==> src/rtl/reg_load_arbiter.sv <==
`default_nettype none
// ============================================================================
// Module   : reg_load_arbiter
// Purpose  : Arbitrates N requesters for one shared register. A winning
//            requester's word is presented on DOut with a one-cycle active-low
//            LD strobe, followed by a one-cycle Ack pulse back to the winner.
//            All state updates occur on the falling edge of Clk.
// Options  : REG_ARB_FIXED_PRIORITY_EN - when defined, the lowest asserted
//            index always wins and the round-robin pointer is not built.
//            When undefined, arbitration is round-robin.
// Revision : 1.0 - initial release
// ============================================================================
module reg_load_arbiter #(
   parameter  int DataWidth  = 8,
   parameter  int Requesters = 4,
   localparam int IdWidth    = $clog2(Requesters)
) (
   input  logic                            Clk,
   input  logic                            Reset,
   input  logic [Requesters-1:0]           Req,
   input  logic [Requesters*DataWidth-1:0] Data,
   output logic [Requesters-1:0]           Ack,
   output logic                            LD,
   output logic [DataWidth-1:0]            DOut,
   output logic [IdWidth-1:0]              GrantId,
   output logic                            Busy
);

   typedef enum logic [1:0] {
      S_IDLE = 2'd0,
      S_LOAD = 2'd1,
      S_ACK  = 2'd2
   } state_t;

   state_t                 state_q;
   state_t                 state_d;
   logic                   ld_d;
   logic                   busy_d;
   logic [Requesters-1:0]  ack_d;
   logic [DataWidth-1:0]   dout_d;
   logic [IdWidth-1:0]     grant_d;
   logic [IdWidth-1:0]     winner;

   // Index of the lowest set bit; zero when nothing is set.
   function automatic logic [IdWidth-1:0] lowest_set(input logic [Requesters-1:0] vec);
      logic [IdWidth-1:0] idx;
      idx = '0;
      for (int i = Requesters - 1; i >= 0; i--) begin
         if (vec[i]) begin
            idx = IdWidth'(i);
         end
      end
      return idx;
   endfunction

`ifdef REG_ARB_FIXED_PRIORITY_EN

   // Fixed priority: the lowest asserted index wins every time.
   always_comb begin
      winner = lowest_set(Req);
   end

`else

   logic [IdWidth-1:0]    ptr_q;
   logic [Requesters-1:0] upper_mask;
   logic [Requesters-1:0] upper_req;

   // Round robin: prefer requests above the last grant, else wrap to the lowest.
   always_comb begin
      upper_mask = '0;
      for (int i = 0; i < Requesters; i++) begin
         if (i > int'(ptr_q)) begin
            upper_mask[i] = 1'b1;
         end
      end
      upper_req = Req & upper_mask;
      winner    = (|upper_req) ? lowest_set(upper_req) : lowest_set(Req);
   end

   // Last-granted pointer; reset to the top index so index 0 goes first.
   always_ff @(negedge Clk) begin
      if (Reset) begin
         ptr_q <= IdWidth'(Requesters - 1);
      end else if (state_q == S_IDLE && |Req) begin
         ptr_q <= winner;
      end
   end

`endif

   // Next state and next registered output values.
   always_comb begin
      state_d = state_q;
      ld_d    = 1'b1;
      busy_d  = 1'b0;
      ack_d   = '0;
      dout_d  = DOut;
      grant_d = GrantId;
      case (state_q)
         S_IDLE: begin
            if (|Req) begin
               state_d = S_LOAD;
               ld_d    = 1'b0;
               busy_d  = 1'b1;
               dout_d  = Data[int'(winner)*DataWidth +: DataWidth];
               grant_d = winner;
            end
         end
         S_LOAD: begin
            state_d = S_ACK;
            busy_d  = 1'b1;
            ack_d   = Requesters'(1) << GrantId;
         end
         S_ACK: begin
            state_d = S_IDLE;
         end
         default: begin
            state_d = S_IDLE;
         end
      endcase
   end

   // State and output registers; reset aborts any transaction in flight.
   always_ff @(negedge Clk) begin
      if (Reset) begin
         state_q <= S_IDLE;
         LD      <= 1'b1;
         Busy    <= 1'b0;
         Ack     <= '0;
         DOut    <= '0;
         GrantId <= '0;
      end else begin
         state_q <= state_d;
         LD      <= ld_d;
         Busy    <= busy_d;
         Ack     <= ack_d;
         DOut    <= dout_d;
         GrantId <= grant_d;
      end
   end

endmodule
`default_nettype wire

==> config.mk <==
export PLATFORM = sky130hd
export DESIGN_NAME = reg_load_arbiter
export DESIGN_NICKNAME = d
export VERILOG_FILES = /design/src/rtl/reg_load_arbiter.sv
export SDC_FILE = /design/constraint.sdc
export NUM_CORES = 1
export LEC_CHECK = 0
export ABC_AREA = 1
export CORE_UTILIZATION = 37
export CTS_CLUSTER_SIZE = 28
export DETAILED_ROUTE_END_ITERATION = 8
export GPL_ROUTABILITY_DRIVEN = 0
export PLACE_DENSITY = 0.75
export SLEW_MARGIN = 25
export SYNTH_ARGS = -nofsm -noshare
export SYNTH_HDL_FRONTEND = slang
export SYNTH_SLANG_ARGS = --single-unit
==> constraint.sdc <==
create_clock -name Clk -period 1.5 [get_ports Clk]
set_clock_uncertainty 0.2 [all_clocks]
set_input_delay 0.15 -clock Clk [delete_from_list [all_inputs] [get_ports Clk]]
set_output_delay 0.15 -clock Clk [all_outputs]
set_load 0.01 [all_outputs]
==> reports/metrics.yaml <==
clock_network:
  cts.root.buffer_cell: "clkbuf_4"
  cts-buffers-inserted: 3
  ctsHoldBuffers: 0
  path_clk_slew_ps: 60
  clock_latency_ps: 380
  cts_buffer_depth: 2
  clkSinkCount: 20
  cts_max_level: 1
  cts_tree: "done"
place:
  place_ws_ps: -1255
  dp_hpwl_um: 2316
  port_buffers: 53
worst_hold_path:
  min_path_type: "reg2reg"
  hp-start: "GrantId[0]"
  hold_depth: 2
  hold_path_end: "Ack[2]"
global_routing:
  grt_pass1_vias: 1656
  grt_overflow: 0
  grt_max_degree: 17
  grt_pass1_wl_um: 6589
  grtUsageTotal: 0.2483
  antenna_found_initial: 0
critical_path:
  r2r_slack_ps: -340
  r2r-start: "ptr_q[1]"
  arrival_ps: 1310
  cpMostUsedCell: "nand3_2"
  startpoint_type: "input port"
  criticalPathCategory: "in2reg"
  r2r-end: "DOut[0]"
  crit_chain: "buf_8 -> inv_12 -> nor2_4 -> a21oi_4 -> nand3_4 -> nand2_8 -> nand2_2 -> nand3_2 -> nand3_2 -> nand2_1 -> inv_1"
  slowest_stage: "nand3_4"
  end_kind: "flop"
  crit_path_max_fanout: 8
  cp_num_buf_inv: 3
  crit_required_ps: 820
  r2r_cells: 9
  cpLargestDelayFamily: "simple AND/OR/NAND/NOR gates"
  critical_path.max_stage_delay_ps: 220
sta:
  drv_slew: 0
  tns_ps: -11870
  final-setup-viol-count: 31
  hold_ws_ps: 350.7
  rsz0062_at_grt: "yes"
  finalWorstSetupSlack_ps: -495.3
  slew_headroom: 0.8128
  hold_violations: 0
  tightest_slew_ps: 279.7
routing:
  drtPass1Iterations: 4
  wl_met3_um: 443
  routedWlPerCell_um: 14.89
  wl_met1_um: 1748
  antenna_left: 0
  highest_layer: "met4"
  viasPerCell: 5.065
  drt_wl_total_um: 5033
  drtIter0Drc: 111
  num_vias: 1712
  drc: 0
  routed-wl-met2_um: 2596
logic_synthesis:
  synth-main-ff-cell: "dfxtp_1"
  yosysMostFrequentCell: "inv_1"
  syn_avg_cell_area_um2: 6.121
  synth_area_leaders: "dfxtp_1 34%, nand3_1 18%, inv_1 16%"
  synth_nets: 233
  yosysTopAreaCell: "dfxtp_1"
  yosys-top-cells-count: "50 x inv_1, 43 x nand3_1, 37 x nand2_1"
  yosysSeqAreaShare: 0.3354
  ys_warn_count: 0
  yosysUniqueCellTypes: 19
  syn_inst: 195
  async_reset_ff_frac: 0
  synth_top_area_frac: 0.3354
  synth_edf_count: 0
  synth_area_um2: 1194
  ys_ff_latch: 20
run:
  drv_cap: 0
floorplanning:
  ios: 54
  die_w_um: 58.80
  rows: 20
  initial_core_util: 0.3910
  die_area_um2: 3457
  die_y_um: 58.80
  fp.coreArea_um2: 3053
outcome:
  status: "finished, violations left"
  failed_checks: "negative setup slack"
final_layout:
  drive_above_1_share: 0.5034
  post-route-util: 0.8381
  n_antenna_cell: 0
  fillers: 171
  syn_to_final_growth_pct: 114.4
  nNetsFinal: 333
power:
  p_leak_nw: 1.378
  irDropWorstVdd_mv: 0.5491
  pwr_density_cell_nw_per_um2: 974.5
## cell families (layout without fill, tap and decap cells)
logic type	count (synthesis)	count (layout)	synth area share
compound gates	6	6	0.04403
buf+inv	57	155	0.1908
flops	20	20	0.3354
simple gates	112	113	0.4298
## worst max path at each step
stage | to | start | slack [ps] | depth (start not counted)
2_1_floorplan | DOut[0] | Req[2] | -540 | 11
3_3_place_gp | DOut[5] | Req[2] | -1230 | 11
3_5_place_dp | DOut[5] | Req[2] | -1260 | 11
4_1_cts | DOut[0] | DOut[0] | -420 | 1
5_1_grt | DOut[2] | Req[2] | -510 | 11
6_report | DOut[0] | Req[2] | -500 | 11
## sequential cells by signal, indices dropped and copies added, names as in the netlist
name,cells
DOut,8
Ack,4
GrantId,2
ptr_q,2
state_q,2
Busy,1
LD,1
## stage by stage
stage          instance area [um2]  std cells  power (mW)
6_report                      2559        338       2.493
5_1_grt                       2559        338       2.633
4_1_cts                       2336        334       2.236
3_5_place_dp                  1926        300       1.542
3_3_place_gp                  1926        300       1.536
2_1_floorplan                 1244        195       1.172
## per-layer routing
| metal | vias to the layer above | GRT usage |
|---|---|---|
| met2 | 128 | 0.4724 |
| li1 | 791 | - |
| met3 | 21 | 0.06813 |
| met5 | - | 0 |
| met4 | 0 | 0.09524 |
| met1 | 772 | 0.2544 |
## layout by cell type (no fill, tap or decap), drive strengths merged
master          n
or2             1
nand3          44
nor3            2
a21oi           5
clkbuf          3
nand2          41
nor2           25
clkdlybuf4s50  32
buf            47
dfxtp          20
o21ai           1
inv            73
## worst reg2reg max path: cells and delay by family (launching register included)
family	cells	cell delay (ps)
and+or+nand+nor	7	850
DFF	1	450
AOI/OAI and AO/OA	1	180
buffers and inverters	1	40
## what timing repair did
action | 4_1_cts | 5_1_grt
endpoints found under the hold margin | 0 | 0
setup buffers | 7 | 4
resized for setup | 162 | 46
pin swaps | 34 | 27
endpoints found under the setup margin | 36 | 32
gates cloned | 4 | 0
## final cells by class
cell class	count	area, um2	area share
Multi-Input combinational cell	119	933.4	0.3648
Timing Repair inverter	1	11.26	0.004401
Sequential cell	20	415.4	0.1623
Clock inverter	21	81.33	0.03178
Inverter	51	219.0	0.08557
Timing Repair Buffer	79	820.8	0.3208
Clock buffer	3	22.52	0.008802
Tap cell	44	55.05	0.02152
## power by group
| part | internal, mW | switching [mW] |
|---|---|---|
| clock | 0.173 | 0.338 |
| combinational | 0.630 | 0.680 |
| sequential | 0.615 | 0.0571 |
| total | 1.42 | 1.08 |
No activity file was read; power rests on OpenSTA's default activity.
